$ cat config.mk
export PLATFORM = sky130hd
export DESIGN_NAME = dram_read_master_flat
export DESIGN_NICKNAME = d
export VERILOG_FILES = /design/src/rtl/dram_read_master_pkg.sv /design/src/rtl/dram_read_master_if.sv /design/src/rtl/dram_read_master.sv /design/src/flat_wrapper.sv
export SDC_FILE = /design/constraint.sdc
export NUM_CORES = 1
export LEC_CHECK = 0
export ABC_AREA = 1
export CAP_MARGIN = 20
export CORE_MARGIN = 5
export CORE_UTILIZATION = 40
export DETAILED_ROUTE_END_ITERATION = 8
export PLACE_DENSITY = 0.8
export SLEW_MARGIN = 20
export SYNTH_ARGS = -nofsm -noshare
export SYNTH_HDL_FRONTEND = slang
export SYNTH_SLANG_ARGS = --single-unit
$ cat constraint.sdc
create_clock -name s_axi_aclk -period 2.6 [get_ports s_axi_aclk]
set_input_delay 0.39 -clock s_axi_aclk [delete_from_list [all_inputs] [get_ports s_axi_aclk]]
set_output_delay 0.39 -clock s_axi_aclk [all_outputs]
set_load 0.05 [all_outputs]
$ cat src/rtl/dram_read_master_pkg.sv
// Shared AXI constants, FSM state type and the 4 KB page-crossing helper
// for the image pipeline's DRAM read master.
package image_dram_pkg;

  localparam logic [1:0] BURST_INCR = 2'b01;
  localparam logic [2:0] SIZE_16B   = 3'b100;
  localparam logic [1:0] RESP_OKAY  = 2'b00;

  localparam int BEAT_BYTES = 16;
  localparam int PAGE_BYTES = 4096;

  typedef enum logic [1:0] {
    IDLE = 2'd0,
    ADDR = 2'd1,
    DATA = 2'd2
  } rd_state_t;

  // Evaluated in 13 bits so that a full 256-beat burst from the top of a page still fits.
  function automatic logic crosses_page(input logic [11:0] offs, input logic [7:0] len);
    logic [12:0] end_byte;
    end_byte = {1'b0, offs} + (({5'b0, len} + 13'd1) * 13'(BEAT_BYTES));
    return end_byte > 13'(PAGE_BYTES);
  endfunction

endpackage

$ cat src/rtl/dram_read_master_if.sv
// Request/beat side towards the image controller and buffer, AR/R side towards
// the PS DDR port, plus the sticky status flags.
interface dram_read_master_if #(
  parameter int DRAM_ADDR_WIDTH = 39,
  parameter int DRAM_DATA_WIDTH = 128,
  parameter int AXI_ID_WIDTH    = 16
);
  logic [DRAM_ADDR_WIDTH-1:0] dram_read_addr;
  logic [7:0]                 dram_read_len;
  logic                       dram_read_en;
  logic                       dram_buffer_full;
  logic [DRAM_DATA_WIDTH-1:0] dram_read_data;
  logic                       dram_read_data_valid;
  logic                       dram_read_busy;

  logic [DRAM_ADDR_WIDTH-1:0] m_axi_araddr;
  logic [7:0]                 m_axi_arlen;
  logic [2:0]                 m_axi_arsize;
  logic [1:0]                 m_axi_arburst;
  logic [AXI_ID_WIDTH-1:0]    m_axi_arid;
  logic                       m_axi_arvalid;
  logic                       m_axi_arready;
  logic [DRAM_DATA_WIDTH-1:0] m_axi_rdata;
  logic [1:0]                 m_axi_rresp;
  logic                       m_axi_rlast;
  logic [AXI_ID_WIDTH-1:0]    m_axi_rid;
  logic                       m_axi_rvalid;
  logic                       m_axi_rready;

  logic                       error_clear;
  logic                       read_error;
  logic                       boundary_error;
  logic                       req_dropped;

  modport master (
    input  dram_read_addr, dram_read_len, dram_read_en, dram_buffer_full,
    output dram_read_data, dram_read_data_valid, dram_read_busy,
    output m_axi_araddr, m_axi_arlen, m_axi_arsize, m_axi_arburst, m_axi_arid, m_axi_arvalid,
    input  m_axi_arready,
    input  m_axi_rdata, m_axi_rresp, m_axi_rlast, m_axi_rid, m_axi_rvalid,
    output m_axi_rready,
    input  error_clear,
    output read_error, boundary_error, req_dropped
  );

  modport slave (
    output dram_read_addr, dram_read_len, dram_read_en, dram_buffer_full,
    input  dram_read_data, dram_read_data_valid, dram_read_busy,
    input  m_axi_araddr, m_axi_arlen, m_axi_arsize, m_axi_arburst, m_axi_arid, m_axi_arvalid,
    output m_axi_arready,
    output m_axi_rdata, m_axi_rresp, m_axi_rlast, m_axi_rid, m_axi_rvalid,
    input  m_axi_rready,
    output error_clear,
    input  read_error, boundary_error, req_dropped
  );
endinterface

$ cat src/rtl/dram_read_master.sv
// AXI4 read master: one burst in flight plus a one-deep pending slot, beats
// forwarded to the image buffer with one cycle of latency.
module dram_read_master
  import image_dram_pkg::*;
#(
  parameter int DRAM_ADDR_WIDTH = 39,
  parameter int DRAM_DATA_WIDTH = 128,
  parameter int AXI_ID_WIDTH    = 16,
  parameter int AXI_ID          = 0
) (
  input  logic                 s_axi_aclk,
  input  logic                 s_axi_aresetn,
  dram_read_master_if.master   bus
);

  localparam int AW = DRAM_ADDR_WIDTH;
  localparam int DW = DRAM_DATA_WIDTH;

  rd_state_t         state_q, state_d;
  logic              pend_valid_q, pend_valid_d;
  logic [AW-1:0]     pend_addr_q, pend_addr_d;
  logic [7:0]        pend_len_q, pend_len_d;
  logic [AW-1:0]     cur_addr_q, cur_addr_d;
  logic [7:0]        cur_len_q, cur_len_d;
  logic [7:0]        beat_cnt_q, beat_cnt_d;
  logic [DW-1:0]     rdata_q, rdata_d;
  logic              rvalid_q, rvalid_d;
  logic              busy_q, busy_d;
  logic              read_err_q, read_err_d;
  logic              bound_err_q, bound_err_d;
  logic              drop_q, drop_d;

  logic              r_hs;
  logic              last_beat;
  logic              latch_en;
  logic              take_pend;
  logic              en_to_pend;
  logic [AW-1:0]     latch_addr;
  logic [7:0]        latch_len;
  logic [AW-1:0]     aligned_addr;
  logic              read_err_set;
  logic              bound_err_set;
  logic              drop_set;

  assign r_hs      = (state_q == DATA) && bus.m_axi_rvalid && !bus.dram_buffer_full;
  assign last_beat = r_hs && bus.m_axi_rlast;

  always_ff @(posedge s_axi_aclk or negedge s_axi_aresetn) begin
    if (!s_axi_aresetn) begin
      state_q      <= IDLE;
      pend_valid_q <= 1'b0;
      pend_addr_q  <= '0;
      pend_len_q   <= '0;
      cur_addr_q   <= '0;
      cur_len_q    <= '0;
      beat_cnt_q   <= '0;
      rdata_q      <= '0;
      rvalid_q     <= 1'b0;
      busy_q       <= 1'b0;
      read_err_q   <= 1'b0;
      bound_err_q  <= 1'b0;
      drop_q       <= 1'b0;
    end else begin
      state_q      <= state_d;
      pend_valid_q <= pend_valid_d;
      pend_addr_q  <= pend_addr_d;
      pend_len_q   <= pend_len_d;
      cur_addr_q   <= cur_addr_d;
      cur_len_q    <= cur_len_d;
      beat_cnt_q   <= beat_cnt_d;
      rdata_q      <= rdata_d;
      rvalid_q     <= rvalid_d;
      busy_q       <= busy_d;
      read_err_q   <= read_err_d;
      bound_err_q  <= bound_err_d;
      drop_q       <= drop_d;
    end
  end

  always_comb begin
    state_d = state_q;
    case (state_q)
      IDLE: if (pend_valid_q || bus.dram_read_en) state_d = ADDR;
      ADDR: if (bus.m_axi_arready) state_d = DATA;
      DATA: if (last_beat) state_d = pend_valid_q ? ADDR : IDLE;
      default: state_d = IDLE;
    endcase
  end

  always_comb begin
    pend_valid_d  = pend_valid_q;
    pend_addr_d   = pend_addr_q;
    pend_len_d    = pend_len_q;
    cur_addr_d    = cur_addr_q;
    cur_len_d     = cur_len_q;
    beat_cnt_d    = beat_cnt_q;
    rdata_d       = rdata_q;
    rvalid_d      = r_hs;
    latch_en      = 1'b0;
    take_pend     = 1'b0;
    latch_addr    = pend_addr_q;
    latch_len     = pend_len_q;
    read_err_set  = 1'b0;
    bound_err_set = 1'b0;
    drop_set      = 1'b0;

    // The pending slot always wins over a fresh strobe; the strobe then queues behind it.
    if (state_q == IDLE) begin
      latch_en = pend_valid_q || bus.dram_read_en;
      if (pend_valid_q) begin
        take_pend = 1'b1;
      end else begin
        latch_addr = bus.dram_read_addr;
        latch_len  = bus.dram_read_len;
      end
    end else if (last_beat && pend_valid_q) begin
      latch_en  = 1'b1;
      take_pend = 1'b1;
    end

    aligned_addr = {latch_addr[AW-1:4], 4'b0000};
    if (latch_en) begin
      cur_addr_d    = aligned_addr;
      cur_len_d     = latch_len;
      bound_err_set = crosses_page(aligned_addr[11:0], latch_len);
    end

    en_to_pend = bus.dram_read_en && !((state_q == IDLE) && !pend_valid_q);
    if (take_pend) pend_valid_d = 1'b0;
    if (en_to_pend) begin
      if (!pend_valid_q || take_pend) begin
        pend_valid_d = 1'b1;
        pend_addr_d  = bus.dram_read_addr;
        pend_len_d   = bus.dram_read_len;
      end else begin
        drop_set = 1'b1;
      end
    end

    if ((state_q == ADDR) && bus.m_axi_arready) beat_cnt_d = '0;
    if (r_hs) begin
      beat_cnt_d = beat_cnt_q + 8'd1;
      rdata_d    = bus.m_axi_rdata;
      if (bus.m_axi_rresp != RESP_OKAY) read_err_set = 1'b1;
      if (bus.m_axi_rlast != (beat_cnt_q == cur_len_q)) read_err_set = 1'b1;
    end

    busy_d      = (state_d != IDLE) || pend_valid_d;
    read_err_d  = read_err_set  ? 1'b1 : (bus.error_clear ? 1'b0 : read_err_q);
    bound_err_d = bound_err_set ? 1'b1 : (bus.error_clear ? 1'b0 : bound_err_q);
    drop_d      = drop_set      ? 1'b1 : (bus.error_clear ? 1'b0 : drop_q);
  end

  always_comb begin
    bus.m_axi_arvalid = (state_q == ADDR);
    bus.m_axi_rready  = (state_q == DATA) && !bus.dram_buffer_full;
  end

  assign bus.m_axi_araddr         = cur_addr_q;
  assign bus.m_axi_arlen          = cur_len_q;
  assign bus.m_axi_arsize         = SIZE_16B;
  assign bus.m_axi_arburst        = BURST_INCR;
  assign bus.m_axi_arid           = AXI_ID_WIDTH'(AXI_ID);
  assign bus.dram_read_data       = rdata_q;
  assign bus.dram_read_data_valid = rvalid_q;
  assign bus.dram_read_busy       = busy_q;
  assign bus.read_error           = read_err_q;
  assign bus.boundary_error       = bound_err_q;
  assign bus.req_dropped          = drop_q;

  logic unused_bits;
  assign unused_bits = ^{bus.m_axi_rid, latch_addr[3:0]};

endmodule

$ cat src/flat_wrapper.sv
// flat-port wrapper written by rule: the top's interface ports become plain ports
module dram_read_master_flat import image_dram_pkg::*;
#(
  parameter int DRAM_ADDR_WIDTH = 39,
  parameter int DRAM_DATA_WIDTH = 128,
  parameter int AXI_ID_WIDTH    = 16,
  parameter int AXI_ID          = 0
)
  (s_axi_aclk, s_axi_aresetn, bus_dram_read_addr, bus_dram_read_len, bus_dram_read_en, bus_dram_buffer_full, bus_dram_read_data, bus_dram_read_data_valid, bus_dram_read_busy, bus_m_axi_araddr, bus_m_axi_arlen, bus_m_axi_arsize, bus_m_axi_arburst, bus_m_axi_arid, bus_m_axi_arvalid, bus_m_axi_arready, bus_m_axi_rdata, bus_m_axi_rresp, bus_m_axi_rlast, bus_m_axi_rid, bus_m_axi_rvalid, bus_m_axi_rready, bus_error_clear, bus_read_error, bus_boundary_error, bus_req_dropped);
  dram_read_master_if #(.DRAM_ADDR_WIDTH(DRAM_ADDR_WIDTH), .DRAM_DATA_WIDTH(DRAM_DATA_WIDTH), .AXI_ID_WIDTH(AXI_ID_WIDTH)) bus_i ();
  input  logic s_axi_aclk;
  input  logic s_axi_aresetn;
  input wire logic [$bits(bus_i.dram_read_addr)-1:0] bus_dram_read_addr;
  input wire logic [$bits(bus_i.dram_read_len)-1:0] bus_dram_read_len;
  input wire logic [$bits(bus_i.dram_read_en)-1:0] bus_dram_read_en;
  input wire logic [$bits(bus_i.dram_buffer_full)-1:0] bus_dram_buffer_full;
  output wire logic [$bits(bus_i.dram_read_data)-1:0] bus_dram_read_data;
  output wire logic [$bits(bus_i.dram_read_data_valid)-1:0] bus_dram_read_data_valid;
  output wire logic [$bits(bus_i.dram_read_busy)-1:0] bus_dram_read_busy;
  output wire logic [$bits(bus_i.m_axi_araddr)-1:0] bus_m_axi_araddr;
  output wire logic [$bits(bus_i.m_axi_arlen)-1:0] bus_m_axi_arlen;
  output wire logic [$bits(bus_i.m_axi_arsize)-1:0] bus_m_axi_arsize;
  output wire logic [$bits(bus_i.m_axi_arburst)-1:0] bus_m_axi_arburst;
  output wire logic [$bits(bus_i.m_axi_arid)-1:0] bus_m_axi_arid;
  output wire logic [$bits(bus_i.m_axi_arvalid)-1:0] bus_m_axi_arvalid;
  input wire logic [$bits(bus_i.m_axi_arready)-1:0] bus_m_axi_arready;
  input wire logic [$bits(bus_i.m_axi_rdata)-1:0] bus_m_axi_rdata;
  input wire logic [$bits(bus_i.m_axi_rresp)-1:0] bus_m_axi_rresp;
  input wire logic [$bits(bus_i.m_axi_rlast)-1:0] bus_m_axi_rlast;
  input wire logic [$bits(bus_i.m_axi_rid)-1:0] bus_m_axi_rid;
  input wire logic [$bits(bus_i.m_axi_rvalid)-1:0] bus_m_axi_rvalid;
  output wire logic [$bits(bus_i.m_axi_rready)-1:0] bus_m_axi_rready;
  input wire logic [$bits(bus_i.error_clear)-1:0] bus_error_clear;
  output wire logic [$bits(bus_i.read_error)-1:0] bus_read_error;
  output wire logic [$bits(bus_i.boundary_error)-1:0] bus_boundary_error;
  output wire logic [$bits(bus_i.req_dropped)-1:0] bus_req_dropped;
  assign bus_i.dram_read_addr = bus_dram_read_addr;
  assign bus_i.dram_read_len = bus_dram_read_len;
  assign bus_i.dram_read_en = bus_dram_read_en;
  assign bus_i.dram_buffer_full = bus_dram_buffer_full;
  assign bus_dram_read_data = bus_i.dram_read_data;
  assign bus_dram_read_data_valid = bus_i.dram_read_data_valid;
  assign bus_dram_read_busy = bus_i.dram_read_busy;
  assign bus_m_axi_araddr = bus_i.m_axi_araddr;
  assign bus_m_axi_arlen = bus_i.m_axi_arlen;
  assign bus_m_axi_arsize = bus_i.m_axi_arsize;
  assign bus_m_axi_arburst = bus_i.m_axi_arburst;
  assign bus_m_axi_arid = bus_i.m_axi_arid;
  assign bus_m_axi_arvalid = bus_i.m_axi_arvalid;
  assign bus_i.m_axi_arready = bus_m_axi_arready;
  assign bus_i.m_axi_rdata = bus_m_axi_rdata;
  assign bus_i.m_axi_rresp = bus_m_axi_rresp;
  assign bus_i.m_axi_rlast = bus_m_axi_rlast;
  assign bus_i.m_axi_rid = bus_m_axi_rid;
  assign bus_i.m_axi_rvalid = bus_m_axi_rvalid;
  assign bus_m_axi_rready = bus_i.m_axi_rready;
  assign bus_i.error_clear = bus_error_clear;
  assign bus_read_error = bus_i.read_error;
  assign bus_boundary_error = bus_i.boundary_error;
  assign bus_req_dropped = bus_i.req_dropped;
  dram_read_master #(.DRAM_ADDR_WIDTH(DRAM_ADDR_WIDTH), .DRAM_DATA_WIDTH(DRAM_DATA_WIDTH), .AXI_ID_WIDTH(AXI_ID_WIDTH), .AXI_ID(AXI_ID)) u_core (.s_axi_aclk(s_axi_aclk), .s_axi_aresetn(s_axi_aresetn), .bus(bus_i));
endmodule
==> out/qor.csv <==
stage,metric,value,unit
floorplan,die width,170,µm
worst_setup_path,Worst setup startpoint,u_core.state_q[0]$_DFF_PN0_,
sta,Setup Skew,0.0155,ns
sta,Slew Limit Fails,0,
floorplan,die height,170,µm
sta,fin crit share,102,%
pwr,Overall Power,24.1,mW
sta,Final WS setup,-0.0515,ns
global_routing,met1 Resource Use GR,25.3,%
clock_tree,later-pin clock latency in the skew report,0.52,ns
sta,FMAX,0.377,GHz
outcome,failing checks,setup timing,
floorplan,initial cell density of the core,40.7,%
global_routing,grt peak-use layer,met2,
worst_setup_path,critical path class,flop to flop,
global_routing,All-Layer GR Usage,21.0,%
sta,post-route setup TNS,-0.0515,ns
yosys,most frequent cell after synthesis,nand2_1,
yosys,Post-synth top cells,"nand2_1, dfrtp_1, inv_1",
worst_setup_path,worst path arrival time,3.07,ns
sta,hold_ws,0.401,ns
sta,Final Setup Violations,1,
detailed_routing,vias per inst,4.70,
worst_setup_path,CP endpoint,u_core.bus.boundary_error$_DFFE_PN0P_,
min_path,Worst Hold Class,input port to asynchronous set/reset pin,
yosys,synthesized area per cell,8.31,µm²
pwr,Cell Pwr Density,1580,mW/mm²
worst_setup_path,R2R setup slack,-0.05,ns
worst_setup_path,Crit Path Max Fanout,8,
yosys,Post-synth top flop,dfrtp_1,
detailed_routing,Post-DRT Antenna Nets,0,
detailed_routing,First DRT Iteration DRCs,608,
global_routing,global-route wire length before repair,49300,µm
global_routing,initial antenna violation count,7,
worst_setup_path,Crit path largest cell delay,0.40,ns
global_routing,M2 GR Usage,37.1,%
global_routing,largest net degree at the start of global routing,115,
global_routing,vias in the first global route,9290,
floorplan,row count,58,
detailed_routing,mean routed wirelength per cell,16.2,µm
worst_setup_path,worst reg2reg path startpoint,u_core.state_q[0]$_DFF_PN0_,
placement,Final HPWL DP,23300,µm
pwr,Peak VDD IR,0.970,mV
yosys,synthesized flop and latch total,230,
yosys,async set-reset flop share out of synthesis,100,%
clock_tree,CTS Buffer Depth,3,
run,Max-Cap Viols,0,
worst_setup_path,Worst R2R Path Depth,19,
detailed_routing,drt first pass iters,5,
worst_setup_path,required time of the critical path,3.02,ns
clock_tree,CTS root buffer,clkbuf_16,
yosys,synth unique cells,37,
floorplan,# IOs,404,
clock_tree,CTS tree,yes,
sta,Tightest Pin Transition,0.612,ns
placement,routability cong.,0.852,
yosys,Synth warnings,0,
clock_tree,Num Clock Sinks,230,
global_routing,met3 Track Usage GR,5.04,%
worst_setup_path,Setup crit start kind,flop,
yosys,Synth top area share,56.2,%
clock_tree,"CTS clk-pin slew, worst paths",0.06,ns
floorplan,die area,0.0289,mm²
detailed_routing,via count,9224,
yosys,largest area contributor in the netlist,dfrtp_1,
cells_and_area,Nets,1821,
global_routing,Congestion Overflow GR,0,
worst_setup_path,Crit. End Element,flop,
pwr,Pleak,7.50,nW
clock_tree,Inserted Clock Buffers,26,
worst_setup_path,Crit-path slowest cell,dfrtp_1,
cells_and_area,share of cells above drive strength 1,8.43,%
worst_setup_path,crit-path cells,nor2_4 > nand2_4 > o21ai_4 > ha_4 > nand3_4 > nor2_4 > nand2_1 > xor2_1 > ha_1 > nand2_2 > inv_2 > a21oi_2 > nand2_1 > nand2_1 > nand2_1 > nor2_1 > nand2_1 > nand3_2 > nand2_1,
placement,Buffers on Ports,358,
worst_setup_path,CP dominant cell by count,nand2_1,
worst_setup_path,end of the worst register-to-register path,u_core.bus.boundary_error$_DFFE_PN0P_,
detailed_routing,total wire length,31800,µm
cells_and_area,fillers,2145,
floorplan,Core Region,0.0252,mm²
clock_tree,# H-tree levels,1,
yosys,"Seq/Total Area, Yosys",56.2,%
sta,Final Hold Viols,0,
sta,RSZ-0062 raised after global routing,yes,
sta,Period minus WS final,2.65,ns
detailed_routing,DRC,0,
yosys,synth top area cells,"dfrtp_1, nand2_1, nand3_1, buf_4, inv_1",
yosys,cell count after synthesis,1232,
cells_and_area,Util after Layout,60.6,%
outcome,run status,"complete, but fails checks",
yosys,Post-Syn Area,0.0102,mm²
yosys,Post-synth EDFFs,0,
sta,max_slew headroom,59.1,%
cells_and_area,area grow syn2layout,48.9,%
power by group:
part / switching, mW / internal [mW]
clock: 1.42 / 2.14
sequential: 0.997 / 5.32
combinational: 9.41 / 4.82
cell usage in the layout (no fill, tap or decap), types with 4 or more instances in the layout:
cell type	instances
conb_1	25
clkbuf_16	27
clkbuf_1	6
dfrtp_1	230
clkdlybuf4s50_1	355
clkbuf_8	9
nand2_2	10
a21oi_1	7
o21ai_0	13
inv_1	53
nor2_1	46
inv_2	4
diode_2	7
buf_12	6
o21ai_1	18
nor2_2	4
xnor2_1	10
a31oi_1	27
nand3_1	50
nor2_4	6
ha_1	8
buf_4	42
nand2_1	629
nand2_4	5
per-stage QoR:
step	setup slack [ns]	cell area, µm²	std cells
floorplan	0.0104	10400	1255
global placement	-0.284	14300	1906
detailed placement	-0.366	14300	1906
CTS	-0.0206	15200	1953
global route	-0.300	15300	1962
finish	-0.0515	15300	1962
timing repair:
action / CTS / global route
endpoints found under the hold margin: 59 / 0
hold buffers: 1 / 0
gates cloned: 0 / 0
setup endpoints to repair: 1 / 1
buffers inserted: 1 / 2
resized for setup: 13 / 9
pin swaps: 9 / 13
layout make-up:
| type | instances | area [µm²] | area share, % |
|---|---|---|---|
| repair buffers | 407 | 4040 | 26.5 |
| clock buffers | 42 | 822 | 5.39 |
| flip-flops and latches | 230 | 5760 | 37.7 |
| well taps | 330 | 413 | 2.71 |
| multi-input cells | 885 | 3980 | 26.1 |
| clock inverters | 3 | 17.5 | 0.115 |
| inverters | 58 | 220 | 1.44 |
| diodes | 7 | 17.5 | 0.115 |
worst min-delay path by stage:
stage	from	endpoint	slack, ns
after floorplan	s_axi_aresetn	u_core.beat_cnt_q[0]$_DFFE_PN0P_	0.09
after global placement	s_axi_aresetn	u_core.pend_addr_q[4]$_DFFE_PN0P_	0.38
after detailed placement	s_axi_aresetn	u_core.pend_addr_q[8]$_DFFE_PN0P_	0.38
after CTS	bus_m_axi_rdata[0]	u_core.bus.dram_read_data[0]$_DFFE_PN0P_	0.37
after global routing	bus_m_axi_rdata[89]	u_core.bus.dram_read_data[89]$_DFFE_PN0P_	0.39
final	s_axi_aresetn	u_core.pend_len_q[1]$_DFFE_PN0P_	0.40
critical path, delay by kind of cell (launching register included):
| family | cells | cell delay (ns) |
|---|---|---|
| AND/OR/NAND/NOR | 13 | 1.09 |
| buffers and inverters | 1 | 0.04 |
| XOR/XNOR | 1 | 0.15 |
| AO/OA/AOI/OAI | 2 | 0.33 |
| adder cells (fa/ha/maj) | 2 | 0.52 |
| flip-flops | 1 | 0.40 |
registers in the layout (all words and copies together), names as in the netlist:
register and flops:
u_core.bus.m_axi_araddr 35, u_core.bus.m_axi_arlen 8, u_core.bus.req_dropped 1, u_core.bus.boundary_error 1
u_core.bus.read_error 1, u_core.beat_cnt_q 8, u_core.pend_valid_q 1, u_core.pend_len_q 8
u_core.bus.dram_read_data 128, u_core.bus.dram_read_busy 1, u_core.state_q 2, u_core.pend_addr_q 35
u_core.bus.dram_read_data_valid 1
cell families after synthesis:
family / synth area share, %
compound gates: 4.42
xor+xnor: 1.03
fa+ha+maj: 1.54
buf+inv: 7.11
flops: 56.2
other cells: 0.0733
simple gates: 29.6
layer usage:
layer  wire length, µm  part of all wire [%]  vias up
li1                  -                     -     4524
met1             12200                    38     4321
met2             16200                    51      323
met3              2500                   7.9       56
met4               930                   2.9        0
met5                 0                     0        -
Power figures use the tool's default switching activity.
